===== src/rtl/alu_acc_ctrl.sv =====
// alu_acc_ctrl: IDLE/EXEC/DONE sequencer that loads or updates a 4-bit accumulator from an external ALU, with sticky overflow and a saturating op count
module alu_acc_ctrl (
  input  logic       clk,
  input  logic       rst,
  input  logic       cmd_valid,
  output logic       cmd_ready,
  input  logic       cmd_load,
  input  logic [2:0] cmd_op,
  input  logic [3:0] cmd_b,
  input  logic       clr_ovf,
  output logic [3:0] alu_a,
  output logic [3:0] alu_b,
  output logic [2:0] alu_op,
  input  logic [3:0] alu_result,
  input  logic       alu_overflow,
  output logic [3:0] acc,
  output logic       ovf_sticky,
  output logic       done,
  output logic       err,
  output logic [7:0] op_count
);
  localparam logic [1:0] IDLE = 2'd0;
  localparam logic [1:0] EXEC = 2'd1;
  localparam logic [1:0] DONE = 2'd2;
  logic [1:0] r_state;
  logic [3:0] r_acc;
  logic [3:0] r_b;
  logic [2:0] r_op;
  logic       r_ovf;
  logic       r_err;
  logic [7:0] r_cnt;
  logic       w_accept;
  logic       w_illegal;
  logic       w_exec;
  assign cmd_ready  = (r_state == IDLE) && !rst;
  assign w_accept   = cmd_valid && cmd_ready;
  assign w_illegal  = cmd_op[2:1] == 2'b01;
  assign w_exec     = r_state == EXEC;
  assign alu_a      = r_acc;
  assign alu_b      = r_b;
  assign alu_op     = r_op;
  assign acc        = r_acc;
  assign ovf_sticky = r_ovf;
  assign done       = r_state == DONE;
  assign err        = r_err;
  assign op_count   = r_cnt;
  always_ff @(posedge clk or posedge rst) begin
    if (rst) begin
      r_state <= IDLE;
      r_acc   <= 4'd0;
      r_b     <= 4'd0;
      r_op    <= 3'd0;
      r_ovf   <= 1'b0;
      r_err   <= 1'b0;
      r_cnt   <= 8'd0;
    end else begin
      r_err <= w_accept && !cmd_load && w_illegal;
      // a capture with overflow beats a coincident clear
      r_ovf <= (w_exec && alu_overflow) || (r_ovf && !clr_ovf);
      case (r_state)
        IDLE: if (w_accept) begin
          if (cmd_load) begin
            r_acc   <= cmd_b;
            r_state <= DONE;
          end else if (w_illegal) begin
            r_state <= DONE;
          end else begin
            r_b     <= cmd_b;
            r_op    <= cmd_op;
            r_state <= EXEC;
          end
        end
        EXEC: begin
          r_acc   <= alu_result;
          r_cnt   <= r_cnt + {7'd0, r_cnt != 8'hff};
          r_state <= DONE;
        end
        default: r_state <= IDLE;
      endcase
    end
  end
endmodule


===== config.mk =====
export PLATFORM = sky130hd
export DESIGN_NAME = alu_acc_ctrl
export DESIGN_NICKNAME = d
export VERILOG_FILES = /design/src/rtl/alu_acc_ctrl.sv
export SDC_FILE = /design/constraint.sdc
export NUM_CORES = 1
export LEC_CHECK = 0
export ABC_AREA = 1
export BUFFER_PORTS_ARGS = -buffer_cell sky130_fd_sc_hd__buf_2
export CAP_MARGIN = 30
export CORE_MARGIN = 2
export CORE_UTILIZATION = 42
export DETAILED_ROUTE_END_ITERATION = 12
export GPL_ROUTABILITY_DRIVEN = 0
export HOLD_SLACK_MARGIN = 0.1
export MAX_ROUTING_LAYER = met4
export PLACE_DENSITY = 0.73
export REMOVE_ABC_BUFFERS = 1
export SYNTH_ARGS = -nofsm -noshare
export SYNTH_HDL_FRONTEND = slang
export SYNTH_SLANG_ARGS = --single-unit
export TNS_END_PERCENT = 50

===== constraint.sdc =====
create_clock -name clk -period 1.45 [get_ports clk]
set_input_delay 0.0725 -clock clk [delete_from_list [all_inputs] [get_ports clk]]
set_output_delay 0.0725 -clock clk [all_outputs]
set_load 0.05 [all_outputs]

# Yosys cells after proc, flatten, opt, wreduce, memory -nomap -nowiden
# Cells that the tools add are included.
[word_totals] register_bits=23 latchBits=0 mem_bits_rw=0 rom_bits=0 out_inout_bits=27 word_cells=37 memories=0
[op_classes] addsub=1 mul=0 n_div=0 order_cmp=0 eq_ne=6 shift=0 mux=7 bitwise=2 reduce_logical=14
[op_table] cell="adder 8 x 1 -> 8 bit" count=1
[op_table] cell="2-to-1 mux 4 bit" count=2
[op_table] cell="inequality test 8 bit, second input constant" count=1
[op_table] cell="case mux 4 bit (2 select lines)" count=1
[op_table] cell="logical AND 1 bit" count=6
[op_table] cell="2-to-1 mux 2 bit" count=3
[op_table] cell="== test 2 x 1 -> 1 bit, second input constant" count=2
[op_table] cell="inequality test 2 bit, second input constant" count=2
[op_table] cell="case mux 2 bit (2 select lines)" count=1
[op_table] cell="AND reduction 4 bit" count=1
[op_table] cell="logical NOT 1 bit" count=3
[op_table] cell="AND reduction 3 bit" count=1
[op_table] cell="== test 2 bit, second input constant" count=1
[op_table] cell="logical NOT 2 bit" count=1
[op_table] cell="NOT 1 bit" count=2
[op_table] cell="nonzero test 2 bit" count=1
[op_table] cell="logical OR 1 bit" count=1

# Longest topological paths before layout
[logic_depth] ltp_word=5 ltp_mapped=10

# Worst setup path before layout
# No wires, ideal clock.
[synth_path] path_kind="register to register" from="reg r_cnt[3], in the netlist op_count[3]" to="reg r_cnt[6], in the netlist op_count[6]" setup_time_ps=122 t_arrival_ps=1897 required_time_ps=1328 setup_slack_ps=-569 stages_incl_launch_ff=10 n_path_buf=0 path_cell_list="dfrtp_1 -> nand3_1 -> nor2_1 -> nand4_1 -> ha_1 -> ha_1 -> nand4_1 -> nor2_1 -> nor2_1 -> nor2_1"
[synth_via] elab_chain_len=2
[synth_rtl] element="start: declaration" line="31" rtl="logic [7:0] r_cnt;"
[synth_rtl] element="start signal: assignment" line="75" rtl="r_cnt <= r_cnt + {7'd0, r_cnt != 8'hff};"
[synth_rtl] element="inequality test 8 bit" line="75"
[synth_rtl] element="adder 8 x 1 -> 8 bit *" line="75"
# Every way passes the cells marked *; elsewhere a longest branch is shown, timed or not.
# A chain may end at the register's enable or synchronous reset.

# Worst setup path after layout
# Ends and elaborated chain as after synthesis.

==> metrics.yaml <==
worst_setup_path:
  crit_arrival_ns: 1.70
  critical_path.most_common_cell: "nor2_1"
  startpoint_type: "register"
  crit_required_ns: 1.64
  cp_top_family: "simple AND/OR/NAND/NOR gates"
  crit_path_end_kind: "register"
  crit_chain: "nand3_2, nor2_2, nand4_1, ha_2, ha_4, nand4_1, nor2_1, nor2_1, nor2_1"
  critPathSlowestCell: "dfrtp_1"
  critPathKind: "reg2reg"
  critPathBufInv: 0
  cp_slowest_stage_delay_ns: 0.38
  path_max_fanout: 2
finish:
  fin_util_pct: 68.7
  layoutNonFillerInstCount: 246
  diodes: 0
  fillers: 202
  layout_commonest_cell: "nand2_1"
  multi_input_comb_area_sq_um: 528
  final_cell_mix: "nand2_1 (54), buf_2 (42), dfrtp_1 (22)"
  area_growth_pct: 52.2
  design_area_sq_mm: 0.00173
  drive_above_1_share_pct: 39.8
  seqCellArea_sq_um: 577
  final_nets: 236
synth:
  ys_types: 19
  yosysWarnings: 0
  synth_cells: 140
  ys_seq_elements: 23
  syn_area_sq_mm: 0.00114
  syn_area_per_cell_sq_um: 8.13
  seq_area_frac_synth_pct: 50.5
power_and_ir_drop:
  sequentialPowerShare_pct: 36.2
  switching_share_pct: 47.5
  power_leakage_nw: 0.955
  p_sw_mw: 1.11
  power_density_mw_per_mm2: 1350
  peakVddDrop_uv: 975
  power_frac_comb_pct: 51.9
  internal_power_mw: 1.23
  clkPwrFrac_pct: 12.0
floorplan:
  die_area_sq_mm: 0.00314
  core-area_sq_mm: 0.00252
  rows: 18
  chipWidth_um: 56.1
  ioPinCount: 44
  start_util_pct: 45.1
  die_h_um: 56.1
clock_network:
  cts_buffers: 3
  cts.sinks: 23
  clock_path_buffers: 2
  path_clk_slew_ns: 0.12
  cts_htree_levels: 1
  tritoncts: "done"
  clock-root-buffer: "clkbuf_4"
  clk_latency_ns: 0.30
timing:
  setup-violations-final: 3
  relSlewSlack_pct: 79.7
  setup_ws_ns: -0.0574
  slew_violations: 0
  fin_crit_sh_pct: 104
  period_needed_ns: 1.51
  grt_setup_unrepaired: "yes"
  fmax_mhz: 663
  tns_ns: -0.112
  hold_violations: 0
  tightestPinTransition_ns: 0.304
  fin_skew_ns: 0.00478
outcome:
  outcome: "finished, violations left"
  violations: "negative setup slack"
placed_design:
  dp_hpwl_um: 1950
  io_buffer_count: 43
  dp_slack_ns: -0.128
  dp.cells: 220
  placed_cell_area_sq_mm: 0.00144
route:
  drt_iter0_drc: 26
  drt-pass1-iter-count: 4
  met3_length_um: 108
  routed_wl_um: 2790
  avgViaCountPerCell: 4.73
  wl_met1_um: 1230
  top_layer: "met3"
  drc: 0
  met2RoutedLength_um: 1450
  ant_nets: 0
  wire_per_inst_um: 11.3
  via_count: 1164
job:
  cap_violations: 0
global_route:
  overflow: 0
  antenna_found_initial: 0
  grt_max_degree: 24
  grt_usage_pct: 18.8
  grt_pass1_wl_um: 4680
  first_global_vias: 1165
worst_hold_path:
  min_path_type: "in2async"
[through the flow]
step                hold WS (ns)  power [mW]
global placement           0.186        1.92
global route               0.439        2.48
CTS                        0.427        2.33
floorplan                 0.0905        1.62
finish                     0.440        2.34
detailed placement         0.227        1.94
[state kept, by name, indices dropped and copies added, names as in the netlist]
signal,flops
alu_op,3
err,1
alu_b,4
ovf_sticky,1
op_count,8
r_state,2
acc,4
[layout make-up]
| type | instances | area share [%] |
|---|---|---|
| tap | 30 | 2.17 |
| inverter | 14 | 3.18 |
| timing repair buffer | 76 | 29.4 |
| multi-input combinational | 99 | 30.5 |
| clock buffer | 4 | 1.52 |
| sequential | 23 | 33.3 |
[layer usage]
| metal | up-vias | track usage [%] |
|---|---|---|
| li1 | 588 | - |
| met1 | 546 | 22.3 |
| met2 | 30 | 33.9 |
| met3 | 0 | 2.09 |
| met4 | 0 | 4.76 |
| met5 | - | - |
[timing repair]
| item | CTS | global route |
|---|---|---|
| hold buffers | 16 | 0 |
| gates cloned | 0 | 0 |
| pin swaps | 4 | 7 |
| gates resized for setup | 11 | 5 |
| buffers inserted | 5 | 1 |
| hold endpoints to repair | 36 | 0 |
| endpoints found under the setup margin | 7 | 9 |
[worst reg2reg max path, cell delays in order (launching register included)]
cell     delay [ns]
dfrtp_1        0.38
nand3_2        0.10
nor2_2         0.11
nand4_1        0.10
ha_2           0.22
ha_4           0.17
nand4_1        0.12
nor2_1         0.06
nor2_1         0.09
nor2_1         0.06
[synthesized netlist by cell type]
cell | n | area [sq um]
nand3_2 | 2 | 20.0
o21ai_1 | 2 | 10.0
o21ai_0 | 12 | 60.1
inv_2 | 3 | 11.3
inv_1 | 11 | 41.3
nand3_1 | 4 | 20.0
nand4_1 | 3 | 18.8
nor3_1 | 1 | 5.00
nand2_2 | 1 | 6.26
nand2_4 | 2 | 22.5
buf_4 | 4 | 30.0
ha_1 | 2 | 25.0
nand2_1 | 56 | 210
dfrtp_1 | 23 | 576
nor2_2 | 2 | 12.5
nor2_4 | 2 | 22.5
nor2_1 | 8 | 30.0
xnor2_1 | 1 | 8.76
xor2_1 | 1 | 8.76
[cell families after synthesis]
group | count (synthesis) | share of synthesized area, %
adder cells (fa/ha/maj) | 2 | 2.20
buffers and inverters | 18 | 7.25
XOR/XNOR | 2 | 1.54
AO/OA/AOI/OAI | 14 | 6.15
flip-flops | 23 | 50.5
AND/OR/NAND/NOR | 81 | 32.3
[final timing paths]
kind	from	endpoint	slack [ns]	depth (start not counted)
min in group clk	clr_ovf	ovf_sticky	0.48	3
hold / removal	rst	err	0.44	4
setup reg to reg	op_count[3]	op_count[6]	-0.06	9
hold reg to reg	alu_op[0]	alu_op[0]	0.51	2
setup / recovery	op_count[3]	op_count[6]	-0.06	9
max in group asynchronous	rst	r_state[0]	0.77	4
[power groups by stage]
stage          clock network [mW]  registers, mW  logic, mW
2_1_floorplan                   0           1.40      0.223
3_3_place_gp                    0          0.846       1.07
3_5_place_dp                    0          0.849       1.09
4_1_cts                     0.297          0.846       1.19
5_1_grt                     0.329          0.862       1.29
6_report                    0.279          0.846       1.21
Note: power is estimated with default switching activity, not from simulation.
